**config.mk**
```make
export PLATFORM = sky130hd
export DESIGN_NAME = d_register_bank
export DESIGN_NICKNAME = d
export VERILOG_FILES = /design/src/rtl/d_register_pkg.sv /design/src/rtl/d_register_array.sv /design/src/rtl/d_register_bank.sv
export SDC_FILE = /design/constraint.sdc
export NUM_CORES = 1
export LEC_CHECK = 0
export ABC_AREA = 1
export BUFFER_PORTS_ARGS = -buffer_cell sky130_fd_sc_hd__buf_4
export CORE_AREA = 2 2 82 84
export DETAILED_ROUTE_END_ITERATION = 10
export DIE_AREA = 0 0 84 86
export PLACE_DENSITY = 0.75
export SLEW_MARGIN = 10
export SYNTH_ARGS = -nofsm -noshare
export SYNTH_HDL_FRONTEND = slang
export SYNTH_SLANG_ARGS = --single-unit
```
**constraint.sdc**
```tcl
create_clock -name CLK -period 1.86 [get_ports CLK]
set_input_delay 0.093 -clock CLK [delete_from_list [all_inputs] [get_ports CLK]]
set_output_delay 0.093 -clock CLK [all_outputs]
set_load 0.1 [all_outputs]
```
**src/rtl/d_register_pkg.sv**
```systemverilog
// d_register_pkg
//   Shared types, default sizing, and the write-enable qualifier for the
//   d_register_bank storage block.
//   Contents:
//     state_t    - controller states (ST_IDLE, ST_SWEEP)
//     DEF_WIDTH  - default data bits per word
//     DEF_DEPTH  - default number of words
//     wr_allowed - both active-low enables asserted and address in range
package d_register_pkg;

  typedef enum logic {
    ST_IDLE  = 1'b0,
    ST_SWEEP = 1'b1
  } state_t;

  localparam int DEF_WIDTH = 4;
  localparam int DEF_DEPTH = 16;

  // An out-of-range address must never alias onto a real word, so the
  // range check is part of the enable itself.
  function automatic logic wr_allowed(input logic        g1_n,
                                      input logic        g2_n,
                                      input int unsigned addr,
                                      input int unsigned depth);
    return (!g1_n && !g2_n && (addr < depth));
  endfunction

endpackage

```
**src/rtl/d_register_array.sv**
```systemverilog
// d_register_array
//   DEPTH x WIDTH storage with one write port and one registered read port.
//   Contents are never reset; only the write port can change them.
//   Ports:
//     CLK     in   clock, rising edge
//     we      in   write enable (already qualified by the caller)
//     waddr   in   write address
//     wdata   in   write data
//     raddr   in   read address; values >= DEPTH read as 0
//     rd_zero in   force the read register to 0 this edge
//     rdata   out  registered read data, write-first on address match
module d_register_array #(
  parameter int WIDTH = 4,
  parameter int DEPTH = 16,
  parameter int AW    = 4
) (
  input  logic             CLK,
  input  logic             we,
  input  logic [AW-1:0]    waddr,
  input  logic [WIDTH-1:0] wdata,
  input  logic [AW-1:0]    raddr,
  input  logic             rd_zero,
  output logic [WIDTH-1:0] rdata
);

  localparam logic [AW:0] DEPTH_W = (AW+1)'(DEPTH);

  logic [WIDTH-1:0] mem [DEPTH];
  logic             rd_in_range;

  assign rd_in_range = ({1'b0, raddr} < DEPTH_W);

  always_ff @(posedge CLK) begin
    if (we) begin
      mem[waddr] <= wdata;
    end
  end

  always_ff @(posedge CLK) begin
    if (rd_zero) begin
      rdata <= '0;
    end else if (we && (waddr == raddr)) begin
      rdata <= wdata;
    end else if (rd_in_range) begin
      rdata <= mem[raddr];
    end else begin
      rdata <= '0;
    end
  end

endmodule

```
**src/rtl/d_register_bank.sv**
```systemverilog
// d_register_bank
//   Bank of DEPTH words of WIDTH bits: gated write port, registered read
//   port with output disable, and a hardware clear-all sweep.
//
//   state    | meaning
//   ---------+---------------------------------------------------------
//   ST_IDLE  | user writes/reads; CLEAR=1 starts a sweep
//   ST_SWEEP | one word cleared per cycle from ptr 0 to DEPTH-1, BUSY=1
//
//   Ports:
//     CLK    in   clock, rising edge
//     CLR_n  in   synchronous active-low reset (array contents kept)
//     G1_n   in   write enable 1, active-low
//     G2_n   in   write enable 2, active-low
//     WADDR  in   write address
//     D      in   write data
//     RADDR  in   read address
//     M      in   output disable A, active-high
//     N      in   output disable B, active-high
//     CLEAR  in   start clear-all sweep (sampled in IDLE)
//     Q      out  registered read data, 0 while Q_OE=0
//     Q_OE   out  output enable for the pin wrapper
//     BUSY   out  clear sweep in progress
module d_register_bank
  import d_register_pkg::*;
#(
  parameter  int WIDTH = DEF_WIDTH,
  parameter  int DEPTH = DEF_DEPTH,
  localparam int AW    = $clog2(DEPTH)
) (
  input  logic             CLK,
  input  logic             CLR_n,
  input  logic             G1_n,
  input  logic             G2_n,
  input  logic [AW-1:0]    WADDR,
  input  logic [WIDTH-1:0] D,
  input  logic [AW-1:0]    RADDR,
  input  logic             M,
  input  logic             N,
  input  logic             CLEAR,
  output logic [WIDTH-1:0] Q,
  output logic             Q_OE,
  output logic             BUSY
);

  localparam logic [AW-1:0] PTR_LAST = AW'(DEPTH - 1);

  state_t           state, state_d;
  logic [AW-1:0]    ptr, ptr_d;
  logic             q_oe_r;
  logic             user_we;
  logic             mem_we;
  logic [AW-1:0]    mem_waddr;
  logic [WIDTH-1:0] mem_wdata;
  logic             rd_zero;
  logic [WIDTH-1:0] rdata;

  assign user_we = wr_allowed(G1_n, G2_n, 32'(WADDR), 32'(DEPTH));

  always_ff @(posedge CLK) begin
    if (!CLR_n) begin
      state  <= ST_IDLE;
      ptr    <= '0;
      q_oe_r <= 1'b0;
    end else begin
      state  <= state_d;
      ptr    <= ptr_d;
      q_oe_r <= !(M || N);
    end
  end

  always_comb begin
    state_d   = state;
    ptr_d     = ptr;
    mem_we    = 1'b0;
    mem_waddr = WADDR;
    mem_wdata = D;
    rd_zero   = 1'b0;
    case (state)
      ST_IDLE: begin
        if (CLEAR) begin
          // clear wins over a simultaneous user write
          state_d = ST_SWEEP;
          ptr_d   = '0;
          rd_zero = 1'b1;
        end else if (user_we) begin
          mem_we = 1'b1;
        end
      end
      ST_SWEEP: begin
        mem_we    = 1'b1;
        mem_waddr = ptr;
        mem_wdata = '0;
        rd_zero   = 1'b1;
        if (ptr == PTR_LAST) begin
          state_d = ST_IDLE;
          ptr_d   = '0;
        end else begin
          ptr_d = ptr + AW'(1);
        end
      end
      default: begin
        state_d = ST_IDLE;
        ptr_d   = '0;
      end
    endcase
    // Reset aborts the sweep without touching the word at the current
    // pointer, so already-cleared words stay 0 and the rest keep data.
    if (!CLR_n) begin
      mem_we  = 1'b0;
      rd_zero = 1'b1;
    end
  end

  d_register_array #(
    .WIDTH (WIDTH),
    .DEPTH (DEPTH),
    .AW    (AW)
  ) u_array (
    .CLK     (CLK),
    .we      (mem_we),
    .waddr   (mem_waddr),
    .wdata   (mem_wdata),
    .raddr   (RADDR),
    .rd_zero (rd_zero),
    .rdata   (rdata)
  );

  assign Q    = q_oe_r ? rdata : '0;
  assign Q_OE = q_oe_r;
  assign BUSY = (state == ST_SWEEP);

endmodule

```
==> impl_metrics.csv <==
group,metric,value,unit
critical_path,startpoint_type,"register",
yosys,yosysSeqAreaShare,0.599,
yosys,synthTopCellsByCount,"137 x nand2_1, 64 x edfxtp_1, 58 x inv_1, 48 x nand3_1, 26 x nor2_1",
timing,period_share,0.957,
clock_network,root_buffer,"clkbuf_8",
critical_path,worstSetupPathType,"reg -> reg",
power_and_ir_drop,vdd_drop_max,881,µV
clock_network,cts_buffer_depth,2,
timing,setup-violations-final,0,
timing,holdWs,0.0501,ns
yosys,avgSynthCellArea,9.04,µm²
timing,rsz0062_at_grt,"true",
timing,worst_slack,0.0802,ns
final_layout,antenna_cells,0,
floorplan,coreArea,6280,µm²
power_and_ir_drop,switching_share,0.265,
drt,wirelength,7430,µm
clock_network,htree_levels,3,
drt,post_drt_wl_per_cell,14.7,µm
power_and_ir_drop,p_seq_frac,0.525,
final_layout,syn_to_final_growth,14.2,%
clock_network,cts.sink_count,74,
floorplan,io_pins,25,
power_and_ir_drop,leakage,0.00182,µW
clock_network,tritoncts,"yes",
final_layout,fillers,502,
yosys,synthCells,392,
drt,vias_per_cell,5.14,
timing,clock.fmax,0.562,GHz
drt,drt_iter0_drc,178,
floorplan,initial_core_util,0.564,
yosys,synth_most_common_cell,"nand2_1",
grt,grt_max_degree,34,
drt,vias,2601,
grt,grt_pass1_vias,2495,
power_and_ir_drop,p_per_area,874,nW/µm²
yosys,synth_enable_flop_cells,64,
yosys,ys_types,26,
yosys,ys_warn_count,0,
placed_design,place_ws,0.0654,ns
power_and_ir_drop,combPwrFrac,0.123,
yosys,synthesis.area,3540,µm²
critical_path,cp-end-kind,"register",
floorplan,row_count,29,
grt,grt_pass1_wl,11800,µm
power_and_ir_drop,p_sw,938,µW
power_and_ir_drop,p_int,2600,µW
timing,worst_slew_pin_slew,0.550,ns
hold_path,min_path_type,"in -> reg",
grt,antenna_found_initial,0,
yosys,synth_top_area_cell,"edfxtp_1",
yosys,synth_nets,412,
yosys,synthArstFlopShare,0,
timing,final-hold-violation-count,0,
critical_path,critPathMaxFanout,13,
final_layout,nets,444,
floorplan,die_h,86,µm
drt,firstDrtPassIters,5,
critical_path,worst_ep_arrival_time,1.80,ns
yosys,synth_top_area_share,0.542,
floorplan,dieArea,7220,µm²
yosys,synth_seq_cells,74,
floorplan,die_w,84,µm
status,status,"complete, no violations",
yosys,synth_area_leaders,"edfxtp_1 54%, nand2_1 15%, nand3_1 6.8%, inv_1 6.1%, dfxtp_1 5.6%",
clock_network,cts_buffers,9,
grt,overflow,0,
yosys,synthFlopType,"edfxtp_1",
flow_run,maxCapViolations,0,
timing,maxSlewViolCount,0,
clock_network,clock_latency,0.35,ns
clock_network,clkSlewWorstSetupHoldPaths,0.08,ns
final_layout,final_layout_size_suffix_gt1_frac,0.177,
power_and_ir_drop,p_clk_frac,0.353,
placed_design,dpl.hpwl,4960,µm
placed_design,gp_congestion,0.836,
timing,skew,0.0125,ns
drt,drc_errors,0,
critical_path,critical_path_required,1.88,ns
clock_network,cts_setup_buffers,0,
drt,ant_nets,0,
timing,min_period,1.78,ns
placed_design,io_buffer_count,24,
timing,max_slew_margin,0.633,
grt,grt_util_all_layers,0.220,
final cells by class:
class	count	area (µm²)	share of cell area
Inverter	63	236	0.0584
Sequential cell	74	2130	0.525
Clock inverter	7	75.1	0.0186
Timing Repair Buffer	34	263	0.0649
Tap cell	77	96.3	0.0238
Multi-Input combinational cell	242	1130	0.278
Clock buffer	9	124	0.0306
power groups by stage:
stage | sequential [µW] | clock (µW) | combinational, µW
5_1_grt | 1860 | 1330 | 478
4_1_cts | 1850 | 1260 | 428
6_report | 1850 | 1250 | 434
3_5_place_dp | 1890 | 0 | 419
2_1_floorplan | 1910 | 0 | 274
3_3_place_gp | 1890 | 0 | 415
cell families after synthesis:
| family | synth area share |
|---|---|
| simple gates | 0.293 |
| buf+inv | 0.0890 |
| flops | 0.599 |
| compound gates | 0.0134 |
| xor+xnor | 0.00247 |
| fa+ha+maj | 0.00353 |
cell usage in the layout, fill, tap and decap left out:
cell           instances
nand2_1              137
edfxtp_1              64
inv_1                 58
nand3_1               47
buf_4                 31
nor2_1                20
dfxtp_1                9
clkbuf_8               9
nor2_2                 7
nand2_2                5
inv_2                  4
nand3_2                4
nand4_1                4
nor2_4                 3
nand2_4                3
o21ai_0                3
clkinvlp_4             3
dlygate4sd3_1          3
a21oi_1                2
inv_6                  2
dfxtp_4                1
o21ai_2                1
nor2_8                 1
clkinv_1               1
a211oi_1               1
xor2_1                 1
o22ai_1                1
nor3_1                 1
ha_1                   1
bufinv_16              1
clkinv_2               1
layer usage:
layer | GRT usage | wire [µm] | up-vias
met5 | 0 | 0 | -
met4 | 0.0880 | 141 | 0
met3 | 0.0654 | 559 | 11
met2 | 0.372 | 3580 | 103
met1 | 0.266 | 3140 | 1175
li1 | - | - | 1312
flip-flops by register name, indices dropped and copies added, names as in the netlist:
signal and cells:
ptr 4, u_array.mem 64, u_array.rdata 4, Q_OE 1, BUSY 1
path summary, 6_finish.rpt:
check | endpoint | startpoint | cells past startpoint | slack, ns
hold reg to reg | ptr[1] | ptr[1] | 2 | 0.52
setup reg to reg | u_array.mem[10][1] | BUSY | 6 | 0.08
setup / recovery | u_array.mem[10][1] | BUSY | 6 | 0.08
hold / removal | ptr[2] | CLEAR | 4 | 0.05
metrics by stage:
stage / area, µm² / TNS, ns / instances / power, µW / util
finish: 4050 / 0 / 506 / 3540 / 0.645
CTS: 4030 / 0 / 506 / 3550 / 0.641
detailed placement: 3800 / 0 / 487 / 2310 / 0.605
global placement: 3800 / 0 / 487 / 2310 / 0.605
floorplan: 3550 / 0 / 392 / 2180 / -
global route: 4050 / -0.837 / 506 / 3660 / 0.645
worst max-delay path, cell delays in order, from the launching register on:
cell	delay [ns]
dfxtp_4	0.43
inv_1	0.15
nand2_1	0.11
nand2_1	0.10
inv_1	0.10
nand3_1	0.22
nor2_1	0.35
repair_timing:
action	4_1_cts	5_1_grt
hold buffers	3	0
gates resized for setup	0	7
endpoints found under the hold margin	3	0
setup endpoints to repair	0	36
Power figures use the tool's default switching activity.
